$ cat src/rtl/wb_trace_buffer_pkg.sv
// Shared constants and trace entry layout for the writeback trace buffer.
// Consumers decode entries as {ts, regIdx, data}, with ts present only under WB_TRACE_TIMESTAMP_EN.
package wb_trace_buffer_pkg;

    localparam int REG_IDX_W = 5;
    localparam int DATA_W    = 32;
    localparam logic [REG_IDX_W-1:0] REG_ZERO = 5'd0;

    typedef struct packed {
        logic [REG_IDX_W-1:0] regIdx;
        logic [DATA_W-1:0]    data;
    } traceEntryT;

    localparam int ENTRY_W = $bits(traceEntryT);

    // Writes to $0 have no architectural effect, so they are never traced.
    function automatic logic isTraceEvent(input logic enable, input logic regWrite,
                                          input logic [REG_IDX_W-1:0] regIdx);
        return enable & regWrite & (regIdx != REG_ZERO);
    endfunction

endpackage

$ cat src/rtl/wb_trace_fifo.sv
// Generic first-word-fall-through FIFO with synchronous clear.
// Occupancy is tracked in its own register; pointers wrap naturally.
module wb_trace_fifo #(
    parameter int WIDTH = 37,
    parameter int DEPTH = 16
) (
    input  logic                     clock,
    input  logic                     reset,
    input  logic                     push,
    input  logic                     pop,
    input  logic                     clear,
    input  logic [WIDTH-1:0]         wrData,
    output logic [WIDTH-1:0]         rdData,
    output logic                     full,
    output logic                     empty,
    output logic [$clog2(DEPTH):0]   count
);

    localparam int PTR_W = $clog2(DEPTH);

    logic [WIDTH-1:0] mem [DEPTH];
    logic [PTR_W-1:0] wrPtr;
    logic [PTR_W-1:0] rdPtr;
    logic [PTR_W:0]   occ;
    logic             doPush;
    logic             doPop;

    assign full   = (occ == (PTR_W+1)'(DEPTH));
    assign empty  = (occ == '0);
    assign doPop  = pop & ~empty;
    // A pop on the same edge frees the slot, so a full FIFO can still accept.
    assign doPush = push & (~full | doPop);
    assign count  = occ;
    assign rdData = empty ? '0 : mem[rdPtr];

    // Pointer and occupancy state; clear wins over any push/pop that cycle.
    always_ff @(posedge clock or posedge reset) begin
        if (reset) begin
            wrPtr <= '0;
            rdPtr <= '0;
            occ   <= '0;
        end else if (clear) begin
            wrPtr <= '0;
            rdPtr <= '0;
            occ   <= '0;
        end else begin
            if (doPush) wrPtr <= wrPtr + PTR_W'(1);
            if (doPop)  rdPtr <= rdPtr + PTR_W'(1);
            case ({doPush, doPop})
                2'b10:   occ <= occ + (PTR_W+1)'(1);
                2'b01:   occ <= occ - (PTR_W+1)'(1);
                default: occ <= occ;
            endcase
        end
    end

    always_ff @(posedge clock) begin
        if (doPush && !clear) mem[wrPtr] <= wrData;
    end

endmodule

$ cat src/rtl/wb_trace_buffer.sv
// Writeback-stage trace buffer: qualifies register writes, queues them, counts drops when full.
// Optional per-entry timestamps are enabled with WB_TRACE_TIMESTAMP_EN.
module wb_trace_buffer
    import wb_trace_buffer_pkg::*;
#(
    parameter int DEPTH      = 16,
    parameter int DROP_CNT_W = 8,
    parameter int TS_W       = 16
) (
    input  logic                    Clk,
    input  logic                    Reset,
    input  logic                    wb_regwrite,
    input  logic [REG_IDX_W-1:0]    wb_writereg,
    input  logic [DATA_W-1:0]       wb_writedata,
    input  logic                    trace_en,
    input  logic                    clear,
    output logic                    out_valid,
    input  logic                    out_ready,
    output logic [REG_IDX_W-1:0]    out_reg,
    output logic [DATA_W-1:0]       out_data,
    output logic [TS_W-1:0]         out_ts,
    output logic [$clog2(DEPTH):0]  count,
    output logic                    overflow,
    output logic [DROP_CNT_W-1:0]   drop_cnt
);

`ifdef WB_TRACE_TIMESTAMP_EN
    localparam int FIFO_W = TS_W + ENTRY_W;
`else
    localparam int FIFO_W = ENTRY_W;
`endif

    logic              traceEvent;
    logic              popReq;
    logic              dropEvent;
    logic              fifoFull;
    logic              fifoEmpty;
    logic [FIFO_W-1:0] wrData;
    logic [FIFO_W-1:0] rdData;
    traceEntryT        headEntry;

    assign traceEvent = isTraceEvent(trace_en, wb_regwrite, wb_writereg);
    assign popReq     = out_ready & ~fifoEmpty;
    assign dropEvent  = traceEvent & fifoFull & ~popReq & ~clear;

    assign headEntry = traceEntryT'(rdData[ENTRY_W-1:0]);
    assign out_valid = ~fifoEmpty;
    assign out_reg   = headEntry.regIdx;
    assign out_data  = headEntry.data;

`ifdef WB_TRACE_TIMESTAMP_EN
    logic [TS_W-1:0] tsCnt;

    // Free-running cycle counter; clear deliberately leaves it alone.
    always_ff @(posedge Clk or posedge Reset) begin
        if (Reset) tsCnt <= '0;
        else       tsCnt <= tsCnt + TS_W'(1);
    end

    assign wrData = {tsCnt, wb_writereg, wb_writedata};
    assign out_ts = rdData[FIFO_W-1 -: TS_W];
`else
    assign wrData = {wb_writereg, wb_writedata};
    assign out_ts = '0;
`endif

    wb_trace_fifo #(
        .WIDTH (FIFO_W),
        .DEPTH (DEPTH)
    ) fifo (
        .clock  (Clk),
        .reset  (Reset),
        .push   (traceEvent),
        .pop    (out_ready),
        .clear  (clear),
        .wrData (wrData),
        .rdData (rdData),
        .full   (fifoFull),
        .empty  (fifoEmpty),
        .count  (count)
    );

    // Sticky overflow and saturating drop count, both flushed by clear.
    always_ff @(posedge Clk or posedge Reset) begin
        if (Reset) begin
            overflow <= 1'b0;
            drop_cnt <= '0;
        end else if (clear) begin
            overflow <= 1'b0;
            drop_cnt <= '0;
        end else if (dropEvent) begin
            overflow <= 1'b1;
            if (drop_cnt != '1) drop_cnt <= drop_cnt + DROP_CNT_W'(1);
        end
    end

endmodule
$ cat config.mk
export PLATFORM = sky130hd
export DESIGN_NAME = wb_trace_buffer
export DESIGN_NICKNAME = d
export VERILOG_FILES = /design/src/rtl/wb_trace_buffer_pkg.sv /design/src/rtl/wb_trace_fifo.sv /design/src/rtl/wb_trace_buffer.sv
export SDC_FILE = /design/constraint.sdc
export NUM_CORES = 1
export LEC_CHECK = 0
export ABC_AREA = 0
export CORE_UTILIZATION = 45
export DETAILED_ROUTE_END_ITERATION = 8
export GPL_TIMING_DRIVEN = 0
export PLACE_DENSITY = 0.72
export REMOVE_ABC_BUFFERS = 1
export SLEW_MARGIN = 15
export SYNTH_ARGS = -nofsm -noshare
export SYNTH_HDL_FRONTEND = slang
export SYNTH_SLANG_ARGS = --single-unit
$ cat constraint.sdc
create_clock -name Clk -period 6.8 [get_ports Clk]
set_clock_uncertainty 0.05 [all_clocks]
set_input_delay 0.68 -clock Clk [delete_from_list [all_inputs] [get_ports Clk]]
set_output_delay 0.68 -clock Clk [all_outputs]
set_load 0.005 [all_outputs]
==> qor.yml, run 1 <==
reg2reg_depth: 7
die_area_sq_um: 54100
dieWidth_um: 233
worstPathRequired_ns: 6.07
fin_setup_tns_ns: 0
vias_per_cell: 5.83
cts_hold_buffers: 0
cp.arrival_ns: 3.75
cts_tree: "yes"
dp_slack_ns: 2.42
placement_rows: 84
routabilityCongestion: 0.733
yosys-top-cells-area: "edfxtp_1, mux4_2, dfrtp_1"
path_class: "flop to output pin"
status: "finished, final reports clean"
cts_max_path_buffers: 3
grt_util_all_layers_pct: 20.0
ys_ff_latch: 614
grt_pass1_vias: 12000
placed_cell_area_sq_um: 26600
ys_types: 41
regToRegSetupSlack_ns: 3.73
synth_area_sq_um: 23900
setup_viol: 0
grt_pass1_wl_um: 77500
grt_max_degree: 53
start_util_pct: 45.6
first_pass_iters: 5
hold_ws_ns: 0.471
drive_gt1_share_pct: 28.4
finalCritPeriodShare_pct: 65.9
setup.worst_path.start: "fifo.rdPtr[0]$_DFFE_PP0P_"
cp-endpoint: "out_data[6]"
p_leak_nw: 8.78
ir_drop_v: 0.000253
setup_ws_ns: 2.32
cp_max_fo: 31
wl_um: 52100
cts_setup_buffers: 0
clock_latency_ns: 0.61
diodes: 0
critPathLaunchType: "flop"
fmax_mhz: 223
synthTopCellsByCount: "edfxtp_1, mux4_2, and2_1"
cts_made_buffers: 57
clkTransAtPathRegs_ns: 0.07
syn_area_per_cell_sq_um: 23.1
syn_to_final_growth_pct: 19.3
htreeDepth: 2
io_buffer_count: 94
hold_path.class: "flop to flop"
dieHeight_um: 233
pin_count: 111
hpwl_um: 30200
cts_resized: 0
synth_edf_count: 592
drtIter0Drc: 1176
worst_pin_slew_ns: 1.02
route.detailed.drc: 0
synth_top_cell_area_share_pct: 74.3
finalInstanceArea_sq_um: 28600
hold_viol: 0
r2r_end: "fifo.mem[8][25]$_DFFE_PP_"
cts.sinks: 614
yosysWarnings: 0
power.density_nw_per_um2: 338
crit_path_end_kind: "output pin"
nets: 1229
ctsRootBufferMaster: "clkbuf_16"
core_region_area_sq_um: 52600
yosysMostFrequentCell: "edfxtp_1"
num_vias: 11200
synth-main-ff-cell: "edfxtp_1"
synth_async_sr_flop_share_pct: 3.58
synthCells: 1036
cap_violations: 0
rsz0062_at_grt: "no"
avgRoutedWirePerCell_um: 27.3
final_cells: 1912
grt_overflow_total: 0
slew_viol_final: 0
ant_nets: 0
antenna_found_initial: 2
reg2reg_from: "fifo.count[1]$_DFFE_PP0P_"
slew_headroom_pct: 31.9
synth_top_area_cell: "edfxtp_1"
finalCriticalPeriod_ns: 4.48
yosysSeqAreaShare_pct: 76.6
place_inst: 1805
-- power breakdown --
part	internal, mW	switching, mW	total, mW	leakage (nW)
registers	4.18	0.0798	4.26	5.62
clock network	1.88	1.38	3.25	0.940
logic	1.25	0.901	2.15	2.22
total	7.31	2.36	9.67	8.78
-- final cells by class --
| class | count | area, sq um |
|---|---|---|
| repair buffers | 135 | 1990 |
| multi-input cells | 362 | 5420 |
| well taps | 688 | 861 |
| clock inverters | 38 | 429 |
| flip-flops and latches | 614 | 18300 |
| inverters | 6 | 22.5 |
| clock buffers | 69 | 1490 |
| fillers | 3806 | 24000 |
-- routing by layer --
metal  wire, um  vias up  GRT usage [%]
li1           -     4633              -
met1      21000     5945           27.2
met2      25700      481           31.8
met3       3890       93           4.66
met4       1490        4           6.60
met5         27        -              0
-- cells by family after synthesis --
| family | after synthesis | synth area share (%) |
|---|---|---|
| buf+inv | 75 | 1.54 |
| fa+ha+maj | 10 | 0.554 |
| simple gates | 119 | 2.75 |
| mux | 191 | 17.7 |
| other cells | 1 | 0.0157 |
| flops | 614 | 76.6 |
| xor+xnor | 13 | 0.476 |
| compound gates | 13 | 0.392 |
-- worst max-delay path, cell delays in order (launching register included) --
cell and delay [ns]:
dfrtp_4 0.82, buf_16 0.32, buf_16 0.29, mux4_2 0.56, mux4_2 0.47, and2_1 0.18
clkdlybuf4s50_1 0.44
-- through the flow --
step                      utilization (%)  total power, mW
after detailed placement             50.7             6.53
after global routing                 54.4             10.0
after CTS                            54.4             9.78
after floorplan                         -             5.85
final                                54.4             9.67
after global placement               48.4             6.70
-- worst min path at each step --
stage | to | depth (start not counted) | from | slack, ns
finish | overflow$_DFFE_PP0P_ | 2 | overflow$_DFFE_PP0P_ | 0.47
detailed placement | overflow$_DFFE_PP0P_ | 2 | overflow$_DFFE_PP0P_ | 0.46
global route | overflow$_DFFE_PP0P_ | 2 | overflow$_DFFE_PP0P_ | 0.53
CTS | overflow$_DFFE_PP0P_ | 2 | overflow$_DFFE_PP0P_ | 0.48
floorplan | overflow$_DFFE_PP0P_ | 2 | overflow$_DFFE_PP0P_ | 0.44
global placement | overflow$_DFFE_PP0P_ | 2 | overflow$_DFFE_PP0P_ | 0.45
-- cells in the final DEF, fill, tap and decap left out, types with 8 or more instances in the layout --
master / n
edfxtp_1: 592
mux4_2: 185
clkdlybuf4s50_1: 94
clkbuf_16: 57
and2_1: 39
buf_16: 31
nor2_1: 22
dfrtp_1: 18
nor2_4: 16
conb_1: 16
clkinv_2: 14
clkbuf_1: 10
buf_12: 10
ha_1: 9
xnor2_1: 8
bufinv_16: 8
-- registers in the layout (all words and copies together) (netlist names) --
name / count
fifo.mem: 592
overflow: 1
fifo.wrPtr: 4
fifo.rdPtr: 4
drop_cnt: 8
fifo.count: 5
Note: power is estimated with default switching activity, not from simulation.
==> run 2, diff against run 1 <==
- clock period: 6.8 -> 4.5 ns (I/O delays scaled with it)
==> results of run 2 <==
The final DEF is identical to that of run 1. Status: finished, final reports clean.
Among the figures that moved: setup slack after placement 2.42 ns -> 0.350 ns; setup slack after layout 2.32 ns -> 0.249 ns; hold slack 0.471 ns -> 0.270 ns; register-to-register setup slack 3.73 ns -> 1.43 ns; total power 9.67 mW -> 14.6 mW; worst IR drop on VDD 0.000253 V -> 0.000383 V
